File: src/rtl/fifo_pkg.sv
// Shared definitions for the 8-entry FIFO: state codes and default sizing,
// used by the access arbiter and the FIFO address/next-state logic.
package fifo_pkg;

    localparam int FIFO_DATA_WIDTH = 32;
    localparam int FIFO_DEPTH      = 8;
    localparam int FIFO_CNT_WIDTH  = 4;

    typedef enum logic [2:0] {
        IDLE     = 3'b000,
        WRITE    = 3'b001,
        READ     = 3'b010,
        WR_ERROR = 3'b011,
        RD_ERROR = 3'b100
    } fifo_state_e;

    localparam logic OP_WRITE = 1'b1;

endpackage

File: src/rtl/rr_arb2.sv
// Two-input round-robin pick: a lone eligible client wins, a tie goes to prio.
module rr_arb2 (
    input  logic [1:0] eligible,
    input  logic       prio,
    output logic [1:0] winner
);

    always_comb begin
        winner = 2'b00;
        case (eligible)
            2'b01:   winner = 2'b01;
            2'b10:   winner = 2'b10;
            2'b11:   winner = prio ? 2'b10 : 2'b01;
            default: winner = 2'b00;
        endcase
    end

endmodule

File: src/rtl/fifo_access_arbiter.sv
// Arbitrates two clients onto the FIFO, one operation per cycle, and turns
// full-write / empty-read attempts into error states before they reach the FIFO.
module fifo_access_arbiter
    import fifo_pkg::*;
#(
    parameter int DATA_WIDTH = FIFO_DATA_WIDTH,
    parameter int DEPTH      = FIFO_DEPTH,
    parameter int CNT_WIDTH  = FIFO_CNT_WIDTH
) (
    input  logic                  clk,
    input  logic                  reset_n,
    input  logic [1:0]            req,
    input  logic [1:0]            op,
    input  logic [DATA_WIDTH-1:0] wdata0,
    input  logic [DATA_WIDTH-1:0] wdata1,
    input  logic [CNT_WIDTH-1:0]  data_count,
    output logic [2:0]            fifo_state,
    output logic [DATA_WIDTH-1:0] fifo_din,
    output logic [1:0]            grant,
    output logic [1:0]            ack,
    output logic [1:0]            err
);

    localparam logic [CNT_WIDTH:0] DEPTH_C = (CNT_WIDTH + 1)'(DEPTH);
    localparam logic [CNT_WIDTH:0] ZERO_C  = '0;

    fifo_state_e           state_p0, state_p1;
    logic [1:0]            grant_p0, grant_p1;
    logic [1:0]            ack_p0,   ack_p1;
    logic [1:0]            err_p0,   err_p1;
    logic [DATA_WIDTH-1:0] din_p0,   din_p1;
    logic                  prio_p0,  prio_p1;

    logic [1:0]            eligible;
    logic [1:0]            winner;
    logic                  win_op;
    logic [DATA_WIDTH-1:0] win_data;
    logic [CNT_WIDTH:0]    eff;
    logic [CNT_WIDTH:0]    inc_wr;
    logic [CNT_WIDTH:0]    dec_rd;

    // The client granted this cycle has not yet seen its ack/err, so its
    // still-high req must not be taken as a fresh request.
    assign eligible = req & ~grant_p1;

    rr_arb2 u_rr_arb2 (
        .eligible (eligible),
        .prio     (prio_p1),
        .winner   (winner)
    );

    assign win_op   = |(winner & op);
    assign win_data = winner[1] ? wdata1 : wdata0;

    // data_count lags the operation currently presented to the FIFO by one edge.
    assign inc_wr = {{CNT_WIDTH{1'b0}}, (state_p1 == WRITE)};
    assign dec_rd = {{CNT_WIDTH{1'b0}}, (state_p1 == READ)};
    assign eff    = {1'b0, data_count} + inc_wr - dec_rd;

    // ---- stage p0: decision from eligible requests ----
    always_comb begin
        state_p0 = IDLE;
        grant_p0 = 2'b00;
        ack_p0   = 2'b00;
        err_p0   = 2'b00;
        din_p0   = '0;
        prio_p0  = prio_p1;
        if (winner != 2'b00) begin
            grant_p0 = winner;
            prio_p0  = winner[0];
            if (win_op == OP_WRITE) begin
                if (eff == DEPTH_C) begin
                    state_p0 = WR_ERROR;
                    err_p0   = winner;
                end else begin
                    state_p0 = WRITE;
                    ack_p0   = winner;
                    din_p0   = win_data;
                end
            end else begin
                if (eff == ZERO_C) begin
                    state_p0 = RD_ERROR;
                    err_p0   = winner;
                end else begin
                    state_p0 = READ;
                    ack_p0   = winner;
                end
            end
        end
    end

    // ---- stage p1: registered state and client handshakes ----
    always_ff @(posedge clk or negedge reset_n) begin
        if (!reset_n) begin
            state_p1 <= IDLE;
            grant_p1 <= 2'b00;
            ack_p1   <= 2'b00;
            err_p1   <= 2'b00;
            din_p1   <= '0;
            prio_p1  <= 1'b0;
        end else begin
            state_p1 <= state_p0;
            grant_p1 <= grant_p0;
            ack_p1   <= ack_p0;
            err_p1   <= err_p0;
            din_p1   <= din_p0;
            prio_p1  <= prio_p0;
        end
    end

    assign fifo_state = state_p1;
    assign fifo_din   = din_p1;
    assign grant      = grant_p1;
    assign ack        = ack_p1;
    assign err        = err_p1;

endmodule

File: config.mk
export PLATFORM = sky130hd
export DESIGN_NAME = fifo_access_arbiter
export DESIGN_NICKNAME = d
export VERILOG_FILES = /design/src/rtl/fifo_pkg.sv /design/src/rtl/rr_arb2.sv /design/src/rtl/fifo_access_arbiter.sv
export SDC_FILE = /design/constraint.sdc
export NUM_CORES = 1
export LEC_CHECK = 0
export CORE_ASPECT_RATIO = 1.25
export CORE_MARGIN = 4
export CORE_UTILIZATION = 39
export DETAILED_ROUTE_END_ITERATION = 16
export PLACE_DENSITY = 0.87
export SYNTH_ARGS = -nofsm -noshare
export SYNTH_HDL_FRONTEND = slang
export SYNTH_HIERARCHICAL = 1
export SYNTH_SLANG_ARGS = --single-unit
File: constraint.sdc
create_clock -name clk -period 4 [get_ports clk]
set_clock_uncertainty 0.2 [all_clocks]
set_input_delay 0.6 -clock clk [delete_from_list [all_inputs] [get_ports clk]]
set_output_delay 0.6 -clock clk [all_outputs]
set_load 0.01 [all_outputs]
==> impl_results.md <==
- Status: finished, final reports clean
- PD cells: 358 mW/mm^2
- DRC Markers: 0
- Core Area: 0.00512 sq mm
- Pint: 0.812 mW
- Fin nets: 362
- Post-synth top area share: 0.505
- Post-synthesis sequential area ratio: 0.505
- Vias in the first global route: 1840
- Final Setup Violations: 0
- Clock transition at path regs: 0.08 ns
- Library cells used by synthesis: 31
- DP Wirelength: 4290 microns
- Gr ovfl total: 0
- # Post-CTS Setup Buffers: 0
- Overall die area: 0.00657 sq mm
- Hold slack: 0.249 ns
- Fin crit period: 3.23 ns
- Net Sw Power: 0.387 mW
- Clock Power Share: 0.207
- Combinational fraction of design power: 0.394
- CP arrival: 3.21 ns
- Root Buffer: clkbuf_8
- Post-synth EDFFs: 0
- GRT Total Usage: 0.168
- CTS buffer count: 5
- Initial DRC Count: 75
- Endpoint type of the worst setup path: register
- First-pass GRT wire length: 8600 microns
- Crit Path Category: reg2reg
- FP Rows: 29
- Pins Over Slew Limit: 0
- Post-synthesis cell area: 0.00208 sq mm
- Clk_lat worst skew: 0.28 ns
- Fillers: 407
- Final count of hold timing violations: 0
- Critical path peak fanout: 16
- Share of layout cells above drive strength 1: 0.149
- Die H: 89.6 microns
- Synth top area cells: dfrtp_1 (51%), a22oi_1 (12%), a211oi_2 (11%)
- Drt pass-1 iters: 4
- Worst slew pin tran: 0.925 ns
- Initial antenna violation count: 0
- Final RePlAce weighted congestion: 0.799
- Post-Syn Nets: 253
- Vias: 1797
- Yosys top cell by area: dfrtp_1
- Sequential share of power: 0.399
- # IOs: 115
- Sink Count: 42
- CTS tree: built
- Critical path startpoint category: register
- Max-cap violation count: 0
- P&R area growth vs syn: 61.2%
- Post-synthesis register bit count: 42
- Post-CTS Resized: 0
- Post-CTS Hold Fix Bufs: 0
- Fin Setup TNS: 0 ns
- Clock H-tree levels: 2
- Data required, critical path: 3.98 ns
- Final wirelength: 5530 microns
- LEAKAGE: 1.36 nW
- Commonest cells after routing, fill and taps aside: clkdlybuf4s50_1 (113), dfrtp_1 (42), a22oi_1 (32)
- Die Wd: 73.3 microns
- Ys flop type: dfrtp_1
- Ys Warns: 6
- Synth Instances: 173
- Syn_area_per_cell: 12.0 sq um
- Antenna viol nets, final: 0
- Per-cell routed wire length: 16.1 microns
- FFs w/ async S/R, synth: 1.00
- Slew margin rel.: 0.383
- Routed vias/inst: 5.22
- Starting Density: 0.406
- Antenna diode count: 0
- Clk buf depth: 2
- Final Power: 1.20 mW
- Tightest Hold Check Type: in2async
- Maximum vdd ir drop: 0.225 mV
- Maximum number of pins on one net before global-route repair: 43
- F_max: 0.310 GHz
- Period utilization: 0.807
- RSZ-0062 raised after global routing: no
- Port Buffer Count: 114
- Commonest non-fill, non-tap cell in the layout: clkdlybuf4s50_1
- Sw Share: 0.323
## flip-flops by register name (all words and copies together), names as in the netlist
name,count
fifo_state,3
prio_p1,1
err,2
grant,2
ack,2
fifo_din,32
## routing by layer
layer | up-vias | track usage | routed length (microns)
met3 | 4 | 0.0379 | 324
met5 | - | 0 | 0
met4 | 0 | 0.0544 | 66
met2 | 60 | 0.307 | 3100
met1 | 866 | 0.194 | 2040
li1 | 867 | - | -
## stage by stage
step	std cells	setup slack, ns	instance area [sq um]	utilization
global route	344	0.633	3350	0.655
detailed placement	337	0.676	3270	0.640
CTS	344	0.759	3350	0.655
floorplan	173	0.975	2080	-
finish	344	0.774	3350	0.655
global placement	337	0.669	3270	0.640
## path summary, 6_finish.rpt
path	from	end	slack, ns	cells after the start
worst max-delay path	fifo_state[2]	fifo_state[2]	0.77	10
worst min-delay path	reset_n	fifo_din[30]	0.25	1
worst max register to register	fifo_state[2]	fifo_state[2]	0.77	10
worst min register to register	prio_p1	prio_p1	0.32	1
max in group asynchronous	reset_n	fifo_din[22]	2.76	1
min in group clk	prio_p1	prio_p1	0.32	1
## area by class of cell
cell class | count | area [sq um] | area share
Inverter | 9 | 33.8 | 0.0101
Timing Repair Buffer | 122 | 1200 | 0.357
Tap cell | 62 | 77.6 | 0.0231
Clock buffer | 5 | 68.8 | 0.0205
Clock inverter | 2 | 10.0 | 0.00299
Sequential cell | 42 | 1050 | 0.314
Multi-Input combinational cell | 102 | 915 | 0.273
## critical path: stages (launching register included)
cell and delay [ns]:
dfrtp_1 0.39, or3b_2 0.48, ha_1 0.28, inv_1 0.04, ha_1 0.20, fa_1 0.41, a21o_1 0.19, a21oi_2 0.20
mux2i_4 0.25, buf_4 0.26, nor3b_1 0.24
## synthesized netlist by cell type, drive strengths merged (2+ instances only)
cell type	number
nand3	3
a21boi	3
mux2i	2
nor2	3
a21oi	4
clkbuf	8
ha	5
a22oi	33
buf	12
inv	9
dfrtp	42
a21o	2
nor2b	3
nor3b	2
and3	3
a211oi	32
## power groups by stage
stage	sequential [mW]	clock, mW	combinational [mW]
2_1_floorplan	0.506	0	0.244
3_3_place_gp	0.485	0	0.465
3_5_place_dp	0.487	0	0.478
4_1_cts	0.479	0.257	0.479
5_1_grt	0.482	0.277	0.515
6_report	0.478	0.248	0.473
## cells by family after synthesis
family | after synthesis | synth area share
DFF | 42 | 0.505
xor gates and xnor gates | 2 | 0.0150
muxes | 2 | 0.00963
and+or+nand+nor | 17 | 0.0481
adders and majority gates | 6 | 0.0397
buffers and inverters | 29 | 0.0698
AOI/OAI and AO/OA | 75 | 0.312
Power figures use the tool's default switching activity.
